$ cat config.mk
export PLATFORM = sky130hd
export DESIGN_NAME = object_scanline_sequencer
export DESIGN_NICKNAME = d
export VERILOG_FILES = /design/src/rtl/object_scanline_sequencer_pkg.sv /design/src/rtl/object_scanline_sequencer.sv
export SDC_FILE = /design/constraint.sdc
export NUM_CORES = 1
export LEC_CHECK = 0
export ABC_AREA = 0
export BUFFER_PORTS_ARGS = -buffer_cell sky130_fd_sc_hd__buf_2
export CAP_MARGIN = 20
export CORE_UTILIZATION = 54
export DETAILED_ROUTE_END_ITERATION = 16
export PLACE_DENSITY = 0.87
export REMOVE_ABC_BUFFERS = 1
export SETUP_SLACK_MARGIN = 0.15
export SLEW_MARGIN = 20
export SYNTH_ARGS = -nofsm -noshare
export SYNTH_HDL_FRONTEND = slang
export SYNTH_SLANG_ARGS = --single-unit
$ cat constraint.sdc
create_clock -name gpu_clk -period 4.2 [get_ports gpu_clk]
set_input_delay 0.21 -clock gpu_clk [delete_from_list [all_inputs] [get_ports gpu_clk]]
set_output_delay 0.21 -clock gpu_clk [all_outputs]
set_load 0.005 [all_outputs]
$ cat src/rtl/object_scanline_sequencer_pkg.sv
// object_scanline_sequencer_pkg: OBM object layout, table size and the shared scanline hit test.
package object_scanline_sequencer_pkg;

   localparam int NUM_OBJECTS = 64;

   typedef struct packed {
      logic [7:0] x;
      logic [7:0] y;
      logic [7:0] tile;
      logic [3:0] palette;
      logic       flip_x;
      logic       flip_y;
      logic [1:0] layer;
   } obm_object_t;

   // 9-bit compare so objects near the bottom edge never wrap onto the top lines
   function automatic logic object_on_line(input logic [7:0] y, input obm_object_t obj);
      return ({1'b0, y} >= {1'b0, obj.y}) && ({1'b0, y} <= {1'b0, obj.y} + 9'd7);
   endfunction

endpackage

$ cat src/rtl/object_scanline_sequencer.sv
// object_scanline_sequencer: per-line clear, OBM scan and load issue for object_scanline.
// Define OBJ_LIMIT_EN to cap loads per line at MAX_PER_LINE and report overflow_o.
module object_scanline_sequencer
   import object_scanline_sequencer_pkg::*;
#(
   parameter int NUM_OBJECTS = object_scanline_sequencer_pkg::NUM_OBJECTS
`ifdef OBJ_LIMIT_EN
   , parameter int MAX_PER_LINE = 8
`endif
) (
   input  logic                           gpu_clk,
   input  logic                           rst,
   input  logic                           line_start_i,
   input  logic [7:0]                     next_y_i,
   output logic [$clog2(NUM_OBJECTS)-1:0] obm_addr_o,
   input  obm_object_t                    obm_object_i,
   input  logic                           scanline_ready_i,
   output logic                           clear_start_o,
   output logic [7:0]                     new_y_o,
   output logic                           load_start_o,
   output obm_object_t                    load_object_o,
   output logic                           busy_o,
   output logic                           done_o,
   output logic                           late_o,
   output logic                           overflow_o
);

   localparam int AW = $clog2(NUM_OBJECTS);

   typedef enum logic [2:0] {
      IDLE, CLEAR_REQ, CLEAR_WAIT, FETCH, CHECK, LOAD_REQ, LOAD_WAIT, DONE
   } state_t;

   state_t      state, state_n;
   logic [AW-1:0] idx, idx_n;
   logic [7:0]  line_y, line_y_n;
   logic        first, first_n;
   obm_object_t obj_n;
   logic        hit, room, last;

`ifdef OBJ_LIMIT_EN
   localparam int CW = $clog2(MAX_PER_LINE + 1);
   logic [CW-1:0] cnt, cnt_n;
   logic          ovf, ovf_n;
   assign room       = cnt != CW'(MAX_PER_LINE);
   assign overflow_o = ovf;
`else
   assign room       = 1'b1;
   assign overflow_o = 1'b0;
`endif

   assign hit        = object_on_line(line_y, obm_object_i);
   assign last       = idx == AW'(NUM_OBJECTS - 1);
   assign obm_addr_o = idx;
   assign new_y_o    = line_y;
   assign busy_o     = state != IDLE;
   assign done_o     = state == DONE;
   assign late_o     = line_start_i && busy_o;

   always_comb begin
      state_n       = state;
      idx_n         = idx;
      line_y_n      = line_y;
      first_n       = 1'b0;
      obj_n         = load_object_o;
      clear_start_o = 1'b0;
      load_start_o  = 1'b0;
`ifdef OBJ_LIMIT_EN
      cnt_n         = cnt;
      ovf_n         = ovf;
`endif
      case (state)
         IDLE: if (line_start_i) begin
            state_n  = CLEAR_REQ;
            line_y_n = next_y_i;
            idx_n    = '0;
`ifdef OBJ_LIMIT_EN
            cnt_n    = '0;
            ovf_n    = 1'b0;
`endif
         end
         CLEAR_REQ: if (scanline_ready_i) begin
            clear_start_o = 1'b1;
            first_n       = 1'b1;
            state_n       = CLEAR_WAIT;
         end
         CLEAR_WAIT: state_n = (!first && scanline_ready_i) ? FETCH : CLEAR_WAIT;
         FETCH: state_n = CHECK;
         CHECK: if (hit && room) begin
            obj_n   = obm_object_i;
            state_n = LOAD_REQ;
`ifdef OBJ_LIMIT_EN
            cnt_n   = cnt + 1'b1;
`endif
         end else begin
            // the final index is never incremented, so idx cannot wrap back to 0
            state_n = last ? DONE : FETCH;
            idx_n   = last ? idx : idx + 1'b1;
`ifdef OBJ_LIMIT_EN
            ovf_n   = ovf || hit;
`endif
         end
         LOAD_REQ: if (scanline_ready_i) begin
            load_start_o = 1'b1;
            first_n      = 1'b1;
            state_n      = LOAD_WAIT;
         end
         LOAD_WAIT: if (!first && scanline_ready_i) begin
            state_n = last ? DONE : FETCH;
            idx_n   = last ? idx : idx + 1'b1;
         end
         DONE: state_n = IDLE;
         default: state_n = IDLE;
      endcase
   end

   always_ff @(posedge gpu_clk or posedge rst) begin
      if (rst) begin
         state         <= IDLE;
         idx           <= '0;
         line_y        <= '0;
         first         <= 1'b0;
         load_object_o <= '0;
`ifdef OBJ_LIMIT_EN
         cnt           <= '0;
         ovf           <= 1'b0;
`endif
      end else begin
         state         <= state_n;
         idx           <= idx_n;
         line_y        <= line_y_n;
         first         <= first_n;
         load_object_o <= obj_n;
`ifdef OBJ_LIMIT_EN
         cnt           <= cnt_n;
         ovf           <= ovf_n;
`endif
      end
   end

endmodule

# [Word-level counts from Yosys, hierarchy flattened]
# Index checks and enable logic that the tools add are counted.
[totals] register_bits=50 inputBits=44 output_inout_bits=52 word_cells=57
[classes] n_addsub=2 order_cmp=2 eq_ne=13 n_mux=17 reduce_logical=12
[op_table] op="$mux W6" count=4
[op_table] op="$pmux W3 S8" count=1
[op_table] op="$mux W3" count=6
[op_table] op="$pmux W6 S3" count=1
[op_table] op="$eq A3 B3 Y1 const B" count=4
[op_table] op="$ne A2 B2 Y1 const B" count=5
[op_table] op="$add A8 B3 Y9 const B" count=1
[op_table] op="$le A8 B9 Y1" count=1
[op_table] op="$ge A8 B8 Y1" count=1
[op_table] op="$reduce_and A4 Y1" count=2
[op_table] op="$add A6 B1 Y6 const B" count=1
[op_table] op="$eq A3 B2 Y1 const B" count=2
[op_table] op="$eq A6 B6 Y1 const B" count=1
[op_table] op="$reduce_bool A3 Y1" count=2
[op_table] op="$mux W1" count=5
[op_table] op="$reduce_and A2 Y1" count=2
[op_table] op="$eq A3 B1 Y1 const B" count=1
[op_table] op="$logic_and A1 B1 Y1" count=3
[op_table] op="$logic_not A3 Y1" count=1
[op_table] op="$reduce_or A2 Y1" count=1
[op_table] op="$logic_not A1 Y1" count=1

# [Longest topological paths before layout]
[depth] word_depth=5 mapped_depth=13 mapped_depth_nobuf=12

# [Worst setup path before layout]
# Ideal clock, no wire load.
[synth_path] path_kind="input port to flip-flop" from="in obm_object_i[16] in the netlist's numbering" to="reg load_object_o[0] in the netlist's numbering" setup_ns=0.125 arrival_ns=2.508 required_ns=4.075 setup_slack_ns=1.567 cell_stages=12 path_buffers=1 cell_sequence="inv_1 > ha_1 > nand2b_1 > nand2_1 > xnor2_1 > ha_1 > a2111oi_4 > o221ai_2 > a211oi_4 > nand2_4 > buf_6 > mux2_4"
[synth_between] elab_chain_len=4 elab_cells_between_ends=5 cone_classes="1 x add/sub; 2 x order compare; 2 x reduce/logical"
[synth_rtl] element="start: declaration" line="object_scanline_sequencer.sv:16" rtl="input obm_object_t obm_object_i,"
[synth_rtl] element="$add A8 B3 Y9" line="object_scanline_sequencer_pkg.sv:18" rtl="return ({1'b0, y} >= {1'b0, obj.y}) && ({1'b0, y} <= {1'b0, obj.y} + 9'd7);"
[synth_rtl] element="$le A8 B9 Y1" line="object_scanline_sequencer_pkg.sv:18"
[synth_rtl] element="$logic_and A1 B1 Y1 (*)" line="object_scanline_sequencer_pkg.sv:18"
[synth_rtl] element="$reduce_and A2 Y1 (no line) (*)"
[synth_rtl] element="end signal: assignment" line="object_scanline_sequencer.sv:133" rtl="load_object_o <= obj_n;"
[synth_rtl] element="end: declaration" line="object_scanline_sequencer.sv:21" rtl="output obm_object_t load_object_o,"
# Every way passes the cells marked *; elsewhere a longest branch is shown, timed or not.
# A chain may end at the register's enable or synchronous reset.

# [Worst setup path after layout]
[layout_path] from="in obm_object_i[16] in the netlist's numbering" to="reg load_object_o[15] in the netlist's numbering"
# The elaborated chain is that of the path after synthesis.

==> results.md <==
* Reg2reg setup slack at 1410 ps
* Setup crit start kind: input port
* Outcome: complete, no violations
* Num Clock Sinks at 50
* P_leak at 1.90 nW
* MaxCap Viol Count at 0
* Placer Congestion at 0.872
* Vias in the first global route at approximately 2,000
* Yosys cell types at 41
* Via count at between 2,000 and 2,500
* H-tree depth at 2
* Slowest stage delay, CP at 420 ps
* Yosys warns at 0
* Clock Latency Late Sink at 300 ps
* GRT overflow at 0
* Max_slew headroom at 42.5%
* Worst Skew at 12.5 ps
* Post-Synthesis Cells at ~250
* Final Hold Fails at 0
* Fmax at 349 MHz
* Power per cell area at 656 nW/um^2
* Largest area contributor in the netlist: dfrtp_1
* Ant. Diodes at 0
* Area of the die at 5580 sq um
* Die H at approximately 75 um
* Multi-input logic area at 1470 sq um
* Initial drt markers at a little over 90
* Proportion of layout cells with a drive suffix above 1 at 41.3%
* CTS Buffer Depth at 2
* GRT Resource Usage Total at a little over a fifth
* FFs w/ async S/R, synth at 100%
* Crit-path most repeated cell: ha_1
* Leading cell types by count after synthesis: 50 x dfrtp_1, 30 x mux2_4, 29 x nand2_1
* Finished Layout Cells at 411
* Count leader, synth: dfrtp_1
* R2R Path Start: new_y_o[4]
* Crit path kind: input port to flop
* Crit path max fanout at 32
* Placed Cells at around 400
* Port Buffers at 94
* Clock root cell: clkbuf_8
* R2R cell count at 7
* Final nets at about 400
* RSZ-0062 raised after global routing: false
* Worst EP arrival at 3060 ps
* Post-DP HPWL at 4260 um
* Post-synthesis sequential area ratio at 43.9%
* Worst-path cell chain: buf_2 > inv_1 > ha_1 > nand2b_1 > nand2_1 > xnor2_1 > ha_1 > a2111oi_4 > o221ai_2 > a211oi_4 > nand2_4 > mux2_4
* Detailed Routing Iterations Pass 1 at 4
* Worst reg2reg endpoint: load_object_o[14]
* Post-route ant nets at 0
* Final setup fails at 0
* Initial antenna violation count at 0
* Drt drc at 0
* Post-CTS Resized at 0
* Crit. End Element: flop
* Final setup TNS at 0 ps
* Die X at 74.7 um
* DR vias/cell at 5.31
* Tmin final at 2860 ps
* Num CTS Buffers at 5
* Max IR drop VDD at 0.000366 V
* Setup Fix Bufs, Post-CTS at 0
* Fin. max-slew vios at 0
* First-pass GRT wire length at 9160 um
* DRT Wirelength at 5930 um
* Critical path required time at roughly 4400 ps
* Ys flop type: dfrtp_1
* Tcrit/Tclk final at 68.2%
* Crit path max-delay cell type: mux2_4
* Top-level I/O count at 96
* CP Launch Point: obm_object_i[16]
* P&R area growth vs syn at 21.6%
* Hold_buf cts at 0
* Post-synth EDFFs at 0
* Core Rows at 26
* Fillers at a little under 400
* Min-Delay Path Class: input port to asynchronous set/reset pin
* Core footprint at 5110 sq um
* Avg Cell Area, Syn at 11.5 sq um
* Worst slew pin tran at roughly 860 ps
* Routed len/inst at 14.4 um
* Top cell type's share of synthesized area at 43.9%
* Storage cell area at 1250 sq um
* Worst-path clk slew at 90 ps
* Pin count of the biggest net entering global routing at 51
* Starting Density at a little under three fifths
* CTS tree: done
* Yosys reg bits at 50
* Synthesized area at 2850 sq um
* Top cells by area, synth: dfrtp_1 44%, mux2_4 16%, ha_1 7.9%
==> cell type report <==
type                            count  area share (%)
Multi-Input combinational cell    171            42.4
Sequential cell                    50            36.1
Timing Repair Buffer               94            13.6
Tap cell                           70            2.52
Clock buffer                        6            2.38
Inverter                           18            1.98
Clock inverter                      2            1.12
==> sequential cells by signal, indices dropped and copies added, names as in the netlist <==
name / flops
state: 3
obm_addr_o: 6
load_object_o: 32
new_y_o: 8
first: 1
==> worst max-delay path by stage <==
| stage | end | slack, ps | depth (start not counted) |
|---|---|---|---|
| floorplan | load_object_o[0] | 1420 | 11 |
| global placement | load_object_o[7] | 1150 | 12 |
| detailed placement | load_object_o[7] | 1020 | 12 |
| CTS | load_object_o[10] | 1340 | 12 |
| global route | load_object_o[18] | 1210 | 12 |
| finish | load_object_o[15] | 1340 | 12 |
==> report_power, final <==
| part | leakage, nW | internal (mW) | switching, mW |
|---|---|---|---|
| combinational | 1.19 | 0.563 | 0.466 |
| clock | 0.0618 | 0.196 | 0.163 |
| sequential | 0.645 | 0.699 | 0.187 |
| total | 1.90 | 1.46 | 0.816 |
==> metal layers <==
layer	up-vias	track usage (%)	wire (um)
li1	1064	-	-
met3	2	4.95	370
met4	0	6.71	13
met5	-	0	0
met2	94	35.6	2770
met1	1024	29.6	2780
==> placed cells by master (no fill, tap or decap), types with 4 or more instances in the layout <==
| cell | instances |
|---|---|
| mux2_4 | 30 |
| clkbuf_8 | 6 |
| nand3_1 | 9 |
| o21a_1 | 5 |
| a21oi_1 | 10 |
| buf_2 | 94 |
| o211ai_1 | 7 |
| dfrtp_1 | 50 |
| or3_1 | 4 |
| or4_1 | 4 |
| nor3_1 | 7 |
| o21ai_0 | 4 |
| ha_1 | 18 |
| xnor2_1 | 7 |
| nand4_1 | 6 |
| nand2_1 | 29 |
| inv_1 | 17 |
==> worst max-delay path, delay by kind of cell <==
| kind | cells | cell delay (ps) |
|---|---|---|
| compound gates | 3 | 940 |
| simple gates | 3 | 580 |
| fa+ha+maj | 2 | 560 |
| mux | 1 | 420 |
| buf+inv | 2 | 180 |
| xor+xnor | 1 | 130 |
==> per-stage QoR <==
step	worst slack [ps]	power (mW)	hold slack [ps]	area [sq um]	utilization (%)
after floorplan	1420	1.54	296	2790	-
after global placement	1150	1.87	400	3350	65.5
after detailed placement	1020	1.92	407	3350	65.5
after CTS	1340	2.29	79.9	3470	67.9
after global routing	1210	2.45	93.4	3470	67.9
final	1340	2.27	48.9	3470	67.9
==> cell families after synthesis <==
family | count (synthesis) | synth area share [%]
adder cells (fa/ha/maj) | 18 | 7.89
other | 1 | 0.131
multiplexers | 34 | 17.3
XOR/XNOR | 7 | 2.15
flip-flops | 50 | 43.9
AND/OR/NAND/NOR | 72 | 12.7
AO/OA/AOI/OAI | 39 | 11.4
buffers and inverters | 27 | 4.61
Power figures use the tool's default switching activity.
